## src/rtl/uart_pkg.sv

```systemverilog
// uart_pkg -- shared definitions for the UART receive path.
//   DATA_W    : character width in bits (8N1 framing).
//   ST_*      : receiver state encodings (IDLE, START, DATA, STOP, BREAK).
//   baud_div  : clock cycles per bit, CLK_FREQ/BAUD with integer division.
package uart_pkg;

  localparam int DATA_W = 8;

  localparam logic [2:0] ST_IDLE  = 3'd0;
  localparam logic [2:0] ST_START = 3'd1;
  localparam logic [2:0] ST_DATA  = 3'd2;
  localparam logic [2:0] ST_STOP  = 3'd3;
  localparam logic [2:0] ST_BREAK = 3'd4;

  function automatic int baud_div(input int clk, input int baud);
    return clk / baud;
  endfunction

endpackage

```

## src/rtl/sync_2ff.sv

```systemverilog
// sync_2ff -- two-flop synchronizer for an asynchronous single-bit input.
//   clk    : destination clock
//   rst_n  : asynchronous active-low reset, both flops load RST_VAL
//   d      : asynchronous input
//   q      : synchronized output, two clock cycles behind d
module sync_2ff #(
  parameter logic RST_VAL = 1'b0
) (
  input  logic clk,
  input  logic rst_n,
  input  logic d,
  output logic q
);

  logic meta;

  always_ff @(posedge clk or negedge rst_n) begin
    if (!rst_n) begin
      meta <= RST_VAL;
      q    <= RST_VAL;
    end else begin
      meta <= d;
      q    <= meta;
    end
  end

endmodule

```

## src/rtl/uart_rx.sv

```systemverilog
// uart_rx -- 8N1 UART receiver feeding the seven-segment decoder stage.
//   clk           : system clock, CLK_FREQ Hz
//   rst_n         : asynchronous active-low reset
//   rx            : asynchronous serial line, idle high
//   rx_data_valid : registered one-cycle pulse per good frame, rising one
//                   cycle after rx_data_out has loaded
//   rx_data_out   : last good byte (LSB received first), held until the next
//   rx_frame_err  : one-cycle pulse when the stop bit samples low
module uart_rx
  import uart_pkg::*;
#(
  parameter int CLK_FREQ = 12_000_000,
  parameter int BAUD     = 9600
) (
  input  logic              clk,
  input  logic              rst_n,
  input  logic              rx,
  output logic              rx_data_valid,
  output logic [DATA_W-1:0] rx_data_out,
  output logic              rx_frame_err
);

  localparam int DIV  = baud_div(CLK_FREQ, BAUD);
  localparam int HALF = DIV / 2;
  localparam int CW   = $clog2(DIV);

  localparam logic [CW-1:0] CNT_HALF = CW'(HALF - 1);
  localparam logic [CW-1:0] CNT_LAST = CW'(DIV - 1);

  logic              rx_s;
  logic              rx_d;
  logic [2:0]        state;
  logic [CW-1:0]     cnt;
  logic [2:0]        bit_idx;
  logic [DATA_W-1:0] shift;
  logic              load_pending;

  // Synchronizer and delay flop all reset to the idle level, so a line that
  // is already low when reset releases still presents a start edge.
  sync_2ff #(.RST_VAL(1'b1)) u_sync (
    .clk   (clk),
    .rst_n (rst_n),
    .d     (rx),
    .q     (rx_s)
  );

  always_ff @(posedge clk or negedge rst_n) begin
    if (!rst_n) rx_d <= 1'b1;
    else        rx_d <= rx_s;
  end

  wire start_edge  = rx_d & ~rx_s;
  wire stop_sample = (state == ST_STOP) && (cnt == CNT_LAST);

  // Frame sequencing and baud counter.
  always_ff @(posedge clk or negedge rst_n) begin
    if (!rst_n) begin
      state   <= ST_IDLE;
      cnt     <= '0;
      bit_idx <= '0;
      shift   <= '0;
    end else begin
      case (state)
        ST_IDLE: begin
          cnt     <= '0;
          bit_idx <= '0;
          if (start_edge) state <= ST_START;
        end
        ST_START: begin
          // Mid-point of the start bit: a high line here was only a glitch.
          if (cnt == CNT_HALF) begin
            cnt   <= '0;
            state <= rx_s ? ST_IDLE : ST_DATA;
          end else begin
            cnt <= cnt + 1'b1;
          end
        end
        ST_DATA: begin
          if (cnt == CNT_LAST) begin
            cnt     <= '0;
            shift   <= {rx_s, shift[DATA_W-1:1]};
            bit_idx <= bit_idx + 1'b1;
            if (bit_idx == 3'd7) state <= ST_STOP;
          end else begin
            cnt <= cnt + 1'b1;
          end
        end
        ST_STOP: begin
          // Sampling mid stop bit leaves half a bit to catch a following
          // back-to-back start edge.
          if (cnt == CNT_LAST) begin
            cnt   <= '0;
            state <= rx_s ? ST_IDLE : ST_BREAK;
          end else begin
            cnt <= cnt + 1'b1;
          end
        end
        ST_BREAK: begin
          cnt <= '0;
          if (rx_s) state <= ST_IDLE;
        end
        default: begin
          cnt   <= '0;
          state <= ST_IDLE;
        end
      endcase
    end
  end

  // Outputs: data loads on the stop sample, valid follows a cycle later so the
  // downstream latch sees stable data on the rising edge of the pulse.
  always_ff @(posedge clk or negedge rst_n) begin
    if (!rst_n) begin
      rx_data_out   <= '0;
      load_pending  <= 1'b0;
      rx_data_valid <= 1'b0;
      rx_frame_err  <= 1'b0;
    end else begin
      load_pending  <= stop_sample & rx_s;
      rx_data_valid <= load_pending;
      rx_frame_err  <= stop_sample & ~rx_s;
      if (stop_sample && rx_s) rx_data_out <= shift;
    end
  end

endmodule

```

## config.mk

```make
export PLATFORM = sky130hd
export DESIGN_NAME = uart_rx
export DESIGN_NICKNAME = d
export VERILOG_FILES = /design/src/rtl/uart_pkg.sv /design/src/rtl/sync_2ff.sv /design/src/rtl/uart_rx.sv
export SDC_FILE = /design/constraint.sdc
export NUM_CORES = 1
export LEC_CHECK = 0
export BUFFER_PORTS_ARGS = -buffer_cell sky130_fd_sc_hd__buf_2
export CORE_ASPECT_RATIO = 1.2
export CORE_MARGIN = 2
export CORE_UTILIZATION = 60
export CTS_CLUSTER_DIAMETER = 30
export DETAILED_ROUTE_END_ITERATION = 10
export PLACE_DENSITY = 0.79
export SLEW_MARGIN = 20
export SYNTH_ARGS = -nofsm -noshare
export SYNTH_HDL_FRONTEND = slang
export SYNTH_HIERARCHICAL = 1
export SYNTH_SLANG_ARGS = --single-unit
```

## constraint.sdc

```tcl
create_clock -name clk -period 5 [get_ports clk]
set_input_delay 1.25 -clock clk [delete_from_list [all_inputs] [get_ports clk]]
set_output_delay 1.25 -clock clk [all_outputs]
set_load 0.005 [all_outputs]
```

==> flow_metrics.env, run 1 <==
export IMPL_status="completed"
export IMPL_hold_class="flop to flop"
export IMPL_start_util=0.632
export IMPL_synth_seq_cells=39
export IMPL_die_w_um=53.4
export IMPL_maxCapViolCount=0
export IMPL_synth_top_cell_by_area="dfrtp_1"
export IMPL_worstSetupPathType="flop to flop"
export IMPL_nets=165
export IMPL_synth_area_leaders="dfrtp_1 (51%), mux2_4 (6.8%), mux2_2 (5.1%)"
export IMPL_clkSinkCount=39
export IMPL_grt_start_max_net_pins=40
export IMPL_drive_gt1_frac=0.278
export IMPL_pwr_share_comb=0.124
export IMPL_period_needed_ps=2310
export IMPL_grt_overflow=0
export IMPL_cp_required_ps=5210
export IMPL_wl_per_cell_um=14.9
export IMPL_antenna_found_initial=0
export IMPL_vias=1081
export IMPL_row_count=21
export IMPL_fillers=212
export IMPL_cts_setup_buffers=0
export IMPL_ir_drop_mv=0.321
export IMPL_drc=0
export IMPL_clk_pin_slew_ps=110
export IMPL_dp_cells=184
export IMPL_yosysUniqueCellTypes=34
export IMPL_slew_violations=0
export IMPL_cts_buffers=5
export IMPL_antenna_cells=0
export IMPL_grt_pass1_wl_um=5140
export IMPL_switching_share=0.263
export IMPL_finalHoldViolations=0
export IMPL_die_h_um=63.3
export IMPL_final_cell_mix="dfrtp_1 (36), nor2_1 (14), buf_2 (12), nand2_1 (9)"
export IMPL_cts_path_max_buffers=2
export IMPL_gp_congestion=0.770
export IMPL_p_leak_uw=0.00100
export IMPL_synth_top_cell_area_share=0.512
export IMPL_yosysWarnings=6
export IMPL_max_freq_mhz=433
export IMPL_rsz0062_at_grt="no"
export IMPL_cp_data_arrival_time_ps=2520
export IMPL_drt_total_wl_um=2860
export IMPL_dpl_hpwl_um=2010
export IMPL_seq_area_frac_synth=0.557
export IMPL_p_int_uw=504
export IMPL_switching_power_uw=180
export IMPL_layout_commonest_cell="dfrtp_1"
export IMPL_stdcell_count=192
export IMPL_syn_instance_count=143
export IMPL_p_per_area_mw_per_mm2=356
export IMPL_relSlewSlack=0.421
export IMPL_avgViaCountPerCell=5.63
export IMPL_setup_viol=0
export IMPL_h_tree_depth=2
export IMPL_core_area_mm2=0.00279
export IMPL_top_level_ports=13
export IMPL_drtAntennaViolNets=0
export IMPL_crit_fanout=11
export IMPL_p_seq_frac=0.559
export IMPL_first_iter_violations=36
export IMPL_worst_slew_pin_slew_ps=866
export IMPL_clk_latency_ps=350
export IMPL_numPortBuffers=12
export IMPL_dr_pass1_iters=4
export IMPL_grt_pass1_vias=1167
export IMPL_critPathLaunchType="flop"
export IMPL_finalCritPeriodShare=0.462
export IMPL_syn_cell_area_mm2=0.00176
export IMPL_root_buffer="clkbuf_4"
export IMPL_fin_tns_setup_ps=0
export IMPL_tritoncts="done"
export IMPL_syn_num_nets=151
export IMPL_clkPwrFrac=0.317
export IMPL_finClkSkew_ps=9.55
export IMPL_grt_total_usage=0.208
export IMPL_cts_resized_gates=0
export IMPL_fp_dieArea_mm2=0.00338
export IMPL_area_growth_syn_to_layout_pct=9.10
export IMPL_syn_avg_cell_area_um2=12.3
export IMPL_ctsHoldBuffers=0
export IMPL_cp_end_kind="flop"
[final timing paths]
check | start | endpoint | slack (ps) | cells past startpoint
setup / recovery | cnt[3] | cnt[6] | 2690 | 4
max in group asynchronous | rst_n | state[2] | 3490 | 1
hold / removal | u_sync/meta | u_sync/q | 360 | 0
hold reg to reg | u_sync/meta | u_sync/q | 360 | 0
min in group asynchronous | rst_n | cnt[10] | 990 | 1
setup reg to reg | cnt[3] | cnt[6] | 2690 | 4
[routing by layer]
layer	wire length, µm	track usage	up-vias
met5	0	0	-
met4	41	0.0705	0
met3	103	0.0735	5
met2	1510	0.355	15
met1	1210	0.234	537
li1	-	-	524
[cells by family (layout without fill, tap and decap cells)]
group | after synthesis | count (layout) | synth area share
and+or+nand+nor | 52 | 52 | 0.166
DFF | 39 | 39 | 0.557
muxes | 16 | 16 | 0.119
AOI/OAI and AO/OA | 11 | 11 | 0.0462
xor gates and xnor gates | 10 | 10 | 0.0497
buffers and inverters | 10 | 25 | 0.0270
adders and majority gates | 5 | 5 | 0.0355
[layout make-up]
cell class | instances | area (µm²) | area share
clock buffers | 6 | 51.3 | 0.0267
well taps | 34 | 42.5 | 0.0221
clock inverters | 2 | 35.0 | 0.0182
inverters | 5 | 18.8 | 0.00977
multi-input cells | 94 | 733 | 0.382
repair buffers | 12 | 60.1 | 0.0313
flip-flops and latches | 39 | 980 | 0.510
[flip-flops by register name (all words and copies together), names as in the netlist]
| register | cells |
|---|---|
| shift | 8 |
| u_sync/q | 1 |
| rx_frame_err | 1 |
| rx_data_valid | 1 |
| u_sync/meta | 1 |
| cnt | 11 |
| bit_idx | 3 |
| rx_d | 1 |
| state | 3 |
| load_pending | 1 |
| rx_data_out | 8 |
[power groups by stage]
stage                     sequential, µW  combinational (µW)  clock (µW)
after floorplan                      379                64.7           0
after global placement               384                79.7           0
after detailed placement             388                86.0           0
after CTS                            381                87.9         225
after global routing                 387                 102         243
final                                383                84.7         217
[Yosys cell counts]
master and count:
nand2_1 9, o211ai_1 2, o21ai_0 4, a2bb2oi_1 1, buf_2 2, inv_1 5, a221oi_1 1, mux2_4 8
ha_1 5, nor3_1 2, and3_1 2, nand4_1 2, nor2b_1 1, and4_1 1, or3_1 5, a211oi_1 1
nor2_1 14, nand2b_1 1, xor2_1 5, and4bb_2 1, or2_2 1, dfstp_2 3, nor4_1 3, nand3b_4 1
dfrtp_1 36, nor3_4 1, nand3_1 7, o311ai_2 1, xnor2_1 5, a21oi_1 1, mux2_2 8, nand4b_1 1
clkbuf_1 2, buf_6 1
[critical path, cell delays in order, from the launching register on]
cell	delay (ps)
dfrtp_1	440
or3_1	400
nor4_1	430
a2bb2oi_1	770
nor2_1	130
[metrics by stage]
step                utilization  worst slack [ps]  cell area, µm²  hold slack (ps)  total power (µW)
detailed placement        0.659              2690            1830              348               474
global route              0.690              2490            1920              374               732
global placement          0.659              2820            1830              335               464
finish                    0.690              2690            1920              363               684
floorplan                     -              3130            1760              331               444
CTS                       0.690              2680            1920              359               694
Power figures use the tool's default switching activity.
==> run 2, diff against run 1 <==
Settings changed: CORE_UTILIZATION 60 to 53, PLACE_DENSITY 0.79 to 0.74.
Clock period 5 ns to 2 ns, I/O delays scaled along.
==> run 2 against run 1 <==
  * Largest cell class unchanged
  * Highest routed layer unchanged
  * Final area rose by 3.9%
  * Combinational power rose to 3.5 times the previous value
  * Die area rose by 12%
==> flow_metrics.env, run 2 (synthesized netlist as in run 1, its figures left out) <==
export IMPL_status="completed"
export IMPL_dpl_hpwl_um=2120
export IMPL_r2r_cells=5
export IMPL_finalCritPeriodShare=0.954
export IMPL_reg_top3="cnt: 11 flops, rx_data_out: 8 flops, shift: 8 flops"
export IMPL_first_iter_violations=21
export IMPL_wl_met1_um=1310
export IMPL_clkPwrFrac=0.234
export IMPL_die_w_um=56.6
export IMPL_p_leak_uw=0.00105
export IMPL_rsz0062_at_grt="no"
export IMPL_clk_pin_slew_ps=110
export IMPL_fp_dieArea_mm2=0.00380
export IMPL_maxCapViolCount=0
export IMPL_nets=177
export IMPL_wl_per_cell_um=14.0
export IMPL_switching_share=0.285
export IMPL_p_seq_frac=0.579
export IMPL_drc=0
export IMPL_p_int_uw=1140
export IMPL_layout_commonest_cell="dfrtp_1"
export IMPL_start_util=0.566
export IMPL_cp_data_arrival_time_ps=2140
export IMPL_fillers=243
export IMPL_ir_drop_mv=0.592
export IMPL_regArea_um2=980
export IMPL_place_ws_ps=72.2
export IMPL_period_needed_ps=1910
export IMPL_die_h_um=67.1
export IMPL_cp_required_ps=2230
export IMPL_grt_pass1_wl_um=5160
export IMPL_grt_total_usage=0.181
export IMPL_area_growth_syn_to_layout_pct=13.4
export IMPL_placed_area_mm2=0.00194
export IMPL_avgViaCountPerCell=5.47
export IMPL_final_cell_mix="dfrtp_1 (36), nor2_1 (14), buf_2 (12), buf_4 (10), nand2_1 (9)"
export IMPL_grt_overflow=0
export IMPL_regMostFlops="cnt"
export IMPL_numPortBuffers=12
export IMPL_p_per_area_mw_per_mm2=801
export IMPL_root_buffer="clkbuf_4"
export IMPL_hold_class="input pin to asynchronous set/reset pin"
export IMPL_row_count=22
export IMPL_finClkSkew_ps=6.96
export IMPL_gp_congestion=0.824
export IMPL_drt_total_wl_um=2870
export IMPL_core_area_mm2=0.00311
export IMPL_finalHoldViolations=0
export IMPL_regToRegEndpoint="shift[4]"
export IMPL_top_level_ports=13
export IMPL_relSlewSlack=0.707
export IMPL_setup_viol=0
export IMPL_final_cell_area_mm2=0.00200
export IMPL_h_tree_depth=2
export IMPL_tritoncts="done"
export IMPL_met3WireLength_um=105
export IMPL_grt_pass1_vias=1153
export IMPL_regToRegStartpoint="cnt[3]"
export IMPL_wl_met2_um=1440
export IMPL_grt_start_max_net_pins=22
export IMPL_vias=1127
export IMPL_switching_power_uw=456
export IMPL_cts_setup_buffers=0
export IMPL_multi_input_area_um2=733
export IMPL_drive_gt1_frac=0.329
export IMPL_max_freq_mhz=524
export IMPL_clkSinkCount=39
export IMPL_cts_buffers=5
export IMPL_cts_path_max_buffers=2
export IMPL_worst_slew_pin_slew_ps=439
export IMPL_worstSetupPathType="flop to flop"
export IMPL_dr_pass1_iters=4
export IMPL_cp_end_kind="flop"
export IMPL_fin_tns_setup_ps=0
export IMPL_slew_violations=0
export IMPL_r2r_setup_slack_ps=90
export IMPL_highest_layer="met4"
export IMPL_clk_latency_ps=330
export IMPL_drtAntennaViolNets=0
export IMPL_stdcell_count=206
export IMPL_setup_slack_ps=93.0
export IMPL_crit_fanout=8
export IMPL_dp_cells=198
export IMPL_critPathLaunchType="flop"
export IMPL_pwr_share_comb=0.187
export IMPL_largest_reg_flops=11
export IMPL_antenna_cells=0
export IMPL_antenna_found_initial=0
## run 2: changes by cell type in the layout (fill, tap and decap cells not counted), sizes merged
cell    delta
buf       +12
bufinv     -1
clkbuf     -1
clkinv     +2
## run 2: metal layers
metal  GRT usage  vias to the layer above
met5           0                        -
met4      0.0833                        0
met3      0.0517                        2
met2       0.307                       23
met1       0.214                      554
li1            -                      548
## run 2: metrics by stage
step                hold slack [ps]   util  total power (µW)
floorplan                       204      -              1110
global placement                334  0.623              1220
detailed placement              337  0.623              1240
CTS                            74.9  0.640              1620
global route                   86.0  0.642              1700
finish                         84.0  0.642              1600
## run 2: power by group through the flow
stage	registers (µW)	logic [µW]	clock network, µW
2_1_floorplan	948	162	0
4_1_cts	924	303	396
3_3_place_gp	938	284	0
6_report	926	299	373
5_1_grt	937	337	421
3_5_place_dp	939	300	0
## run 2: area by class of cell
class                   instances  area share
multi-input cells              94       0.367
repair buffers                 24      0.0834
well taps                      36      0.0226
clock inverters                 3     0.00752
clock buffers                   5      0.0188
inverters                       5     0.00940
flip-flops and latches         39       0.491
## run 2: worst max path at each step
stage	from	end	depth (start not counted)
finish	cnt[3]	shift[4]	5
global route	cnt[1]	shift[1]	7
CTS	cnt[3]	shift[1]	5
detailed placement	cnt[3]	shift[1]	5
global placement	cnt[3]	shift[3]	5
floorplan	cnt[3]	shift[0]	5
## run 2: what timing repair did
item | in CTS | in global routing
gates resized for setup | 0 | 1
endpoints found under the setup margin | 0 | 9
hold buffers | 0 | 0
## run 2: critical path: stages, from the launching register on
cell      delay, ps
dfrtp_1         400
or3_1           400
nand3b_4        190
or3_1           370
buf_6           160
mux2_4          290
==> run 3, diff against run 2 <==
Settings changed: GPL_TIMING_DRIVEN set to 0.
==> run 3 against run 2 <==
  * Utilization grew 0.88 points
  * Critical path depth is the same
  * Non-clock buffer count shrank 4
  * Clock power grew 76%
  * Combinational power is essentially flat
  * Sequential power grew 1%
  * Critical path type unchanged
  * Largest cell class unchanged
  * Largest power group unchanged
==> flow_metrics.env, run 3 (synthesized netlist as in run 1, its figures left out) <==
export IMPL_period_needed_ps=1940
export IMPL_wl_per_cell_um=14.6
export IMPL_p_seq_frac=0.494
export IMPL_placed_area_mm2=0.00187
export IMPL_drt_total_wl_um=2950
export IMPL_dr_pass1_iters=6
export IMPL_first_iter_violations=50
export IMPL_p_int_uw=1400
export IMPL_finalCritPeriodShare=0.971
export IMPL_area_growth_syn_to_layout_pct=14.9
export IMPL_clk_latency_ps=350
export IMPL_root_buffer="clkbuf_4"
export IMPL_final_cell_area_mm2=0.00202
export IMPL_worst_slew_pin_slew_ps=832
export IMPL_fin_tns_setup_ps=0
export IMPL_nets=173
export IMPL_row_count=22
export IMPL_final_cell_mix="dfrtp_1 (35), buf_2 (14), nor2_1 (14), nand2_1 (9)"
export IMPL_slew_violations=0
export IMPL_cp_end_kind="flop"
export IMPL_gp_congestion=0.774
export IMPL_setup_slack_ps=57.4
export IMPL_path_cells="or3_4, nand3b_4, or3_4, buf_8, mux2_4"
export IMPL_tritoncts="done"
export IMPL_drc=0
export IMPL_max_stage_delay_ps=430
export IMPL_fp_dieArea_mm2=0.00380
export IMPL_ir_drop_mv=0.794
export IMPL_antenna_found_initial=0
export IMPL_top_level_ports=13
export IMPL_switching_power_uw=493
export IMPL_antenna_cells=0
export IMPL_layout_commonest_cell="dfrtp_1"
export IMPL_wl_met2_um=1550
export IMPL_p_per_area_mw_per_mm2=937
export IMPL_cts_path_max_buffers=2
export IMPL_dpl_hpwl_um=1930
export IMPL_setup_viol=0
export IMPL_finalHoldViolations=0
export IMPL_clkPwrFrac=0.347
export IMPL_status="completed"
export IMPL_vias=1111
export IMPL_die_h_um=67.1
export IMPL_grt_pass1_wl_um=5090
export IMPL_avgViaCountPerCell=5.50
export IMPL_grt_overflow=0
export IMPL_regMostFlops="cnt"
export IMPL_cp_data_arrival_time_ps=2180
export IMPL_fin_util=0.650
export IMPL_slowest_stage="dfrtp_2"
export IMPL_switching_share=0.260
export IMPL_ctsHoldBuffers=0
export IMPL_finClkSkew_ps=12.2
export IMPL_critPathLaunchType="flop"
export IMPL_grt_total_usage=0.178
export IMPL_cp_required_ps=2240
export IMPL_holdWs_ps=228
export IMPL_numPortBuffers=12
export IMPL_reg_top3="cnt: 11 flops, rx_data_out: 8 flops, shift: 8 flops"
export IMPL_p_leak_uw=0.00104
export IMPL_drive_gt1_frac=0.331
export IMPL_die_w_um=56.6
export IMPL_grt_pass1_vias=1128
export IMPL_max_freq_mhz=515
export IMPL_relSlewSlack=0.445
export IMPL_cts_buffers=5
export IMPL_drtAntennaViolNets=0
export IMPL_met3WireLength_um=115
export IMPL_core_area_mm2=0.00311
export IMPL_maxCapViolCount=0
export IMPL_wl_met1_um=1230
export IMPL_crit_fanout=8
export IMPL_start_util=0.566
export IMPL_cp_common_cell="or3_4"
export IMPL_place_ws_ps=-65.5
export IMPL_h_tree_depth=2
export IMPL_clkSinkCount=39
export IMPL_worstSetupPathType="flop to flop"
export IMPL_clk_pin_slew_ps=130
export IMPL_hold_class="input pin to asynchronous set/reset pin"
export IMPL_fillers=240
export IMPL_largest_reg_flops=11
export IMPL_highest_layer="met4"
export IMPL_grt_start_max_net_pins=40
export IMPL_pwr_share_comb=0.159
-- run 3: cell count changes in the layout (fill, tap and decap cells not counted), sizes merged --
| cell | change |
|---|---|
| clkbuf | +2 |
| clkinvlp | +1 |
| buf | -6 |
| bufinv | +2 |
| clkinv | -3 |
-- run 3: area by class of cell --
| type | count | area (µm²) | share of cell area |
|---|---|---|---|
| sequential | 39 | 981 | 0.485 |
| multi-input combinational | 94 | 758 | 0.375 |
| timing repair buffer | 15 | 82.6 | 0.0408 |
| clock inverter | 3 | 67.6 | 0.0334 |
| tap | 36 | 45.0 | 0.0223 |
| clock buffer | 5 | 37.5 | 0.0186 |
| buffer | 5 | 32.5 | 0.0161 |
| inverter | 5 | 18.8 | 0.00928 |
-- run 3: metal layers --
layer | vias up | global-route usage
met5 | - | 0
met4 | 0 | 0.0804
met3 | 6 | 0.0556
met2 | 18 | 0.311
met1 | 544 | 0.200
li1 | 543 | -
-- run 3: critical path, delay by kind of cell (launching register included) --
kind / cells / cell delay [ps]
simple gates: 3 / 950
buf+inv: 1 / 160
mux: 1 / 290
flops: 1 / 430
-- run 3: timing repair --
action                                  CTS  global route
pin swaps                                 0             1
setup buffers                             0             3
resized for setup                         2             5
endpoints found under the setup margin   10            27
-- run 3: power by group through the flow --
stage	logic, µW	clock network, µW	registers (µW)
CTS	222	676	957
detailed placement	205	0	968
finish	301	658	937
global placement	197	0	965
global route	343	709	950
floorplan	162	0	948
-- run 3: through the flow --
| stage | power (µW) | cells |
|---|---|---|
| 2_1_floorplan | 1110 | 143 |
| 3_3_place_gp | 1160 | 191 |
| 3_5_place_dp | 1170 | 191 |
| 4_1_cts | 1850 | 199 |
| 5_1_grt | 2000 | 202 |
| 6_report | 1900 | 202 |
-- run 3: worst paths after layout --
path | start | end | slack [ps] | cells past startpoint
max | cnt[2] | shift[1] | 60 | 5
min | rst_n | rx_data_out[4] | 230 | 1
max reg2reg | cnt[2] | shift[1] | 60 | 5
min reg2reg | u_sync/meta | u_sync/q | 360 | 0
max in group asynchronous | rst_n | cnt[2] | 1190 | 1
min in group clk | rx | u_sync/meta | 240 | 1
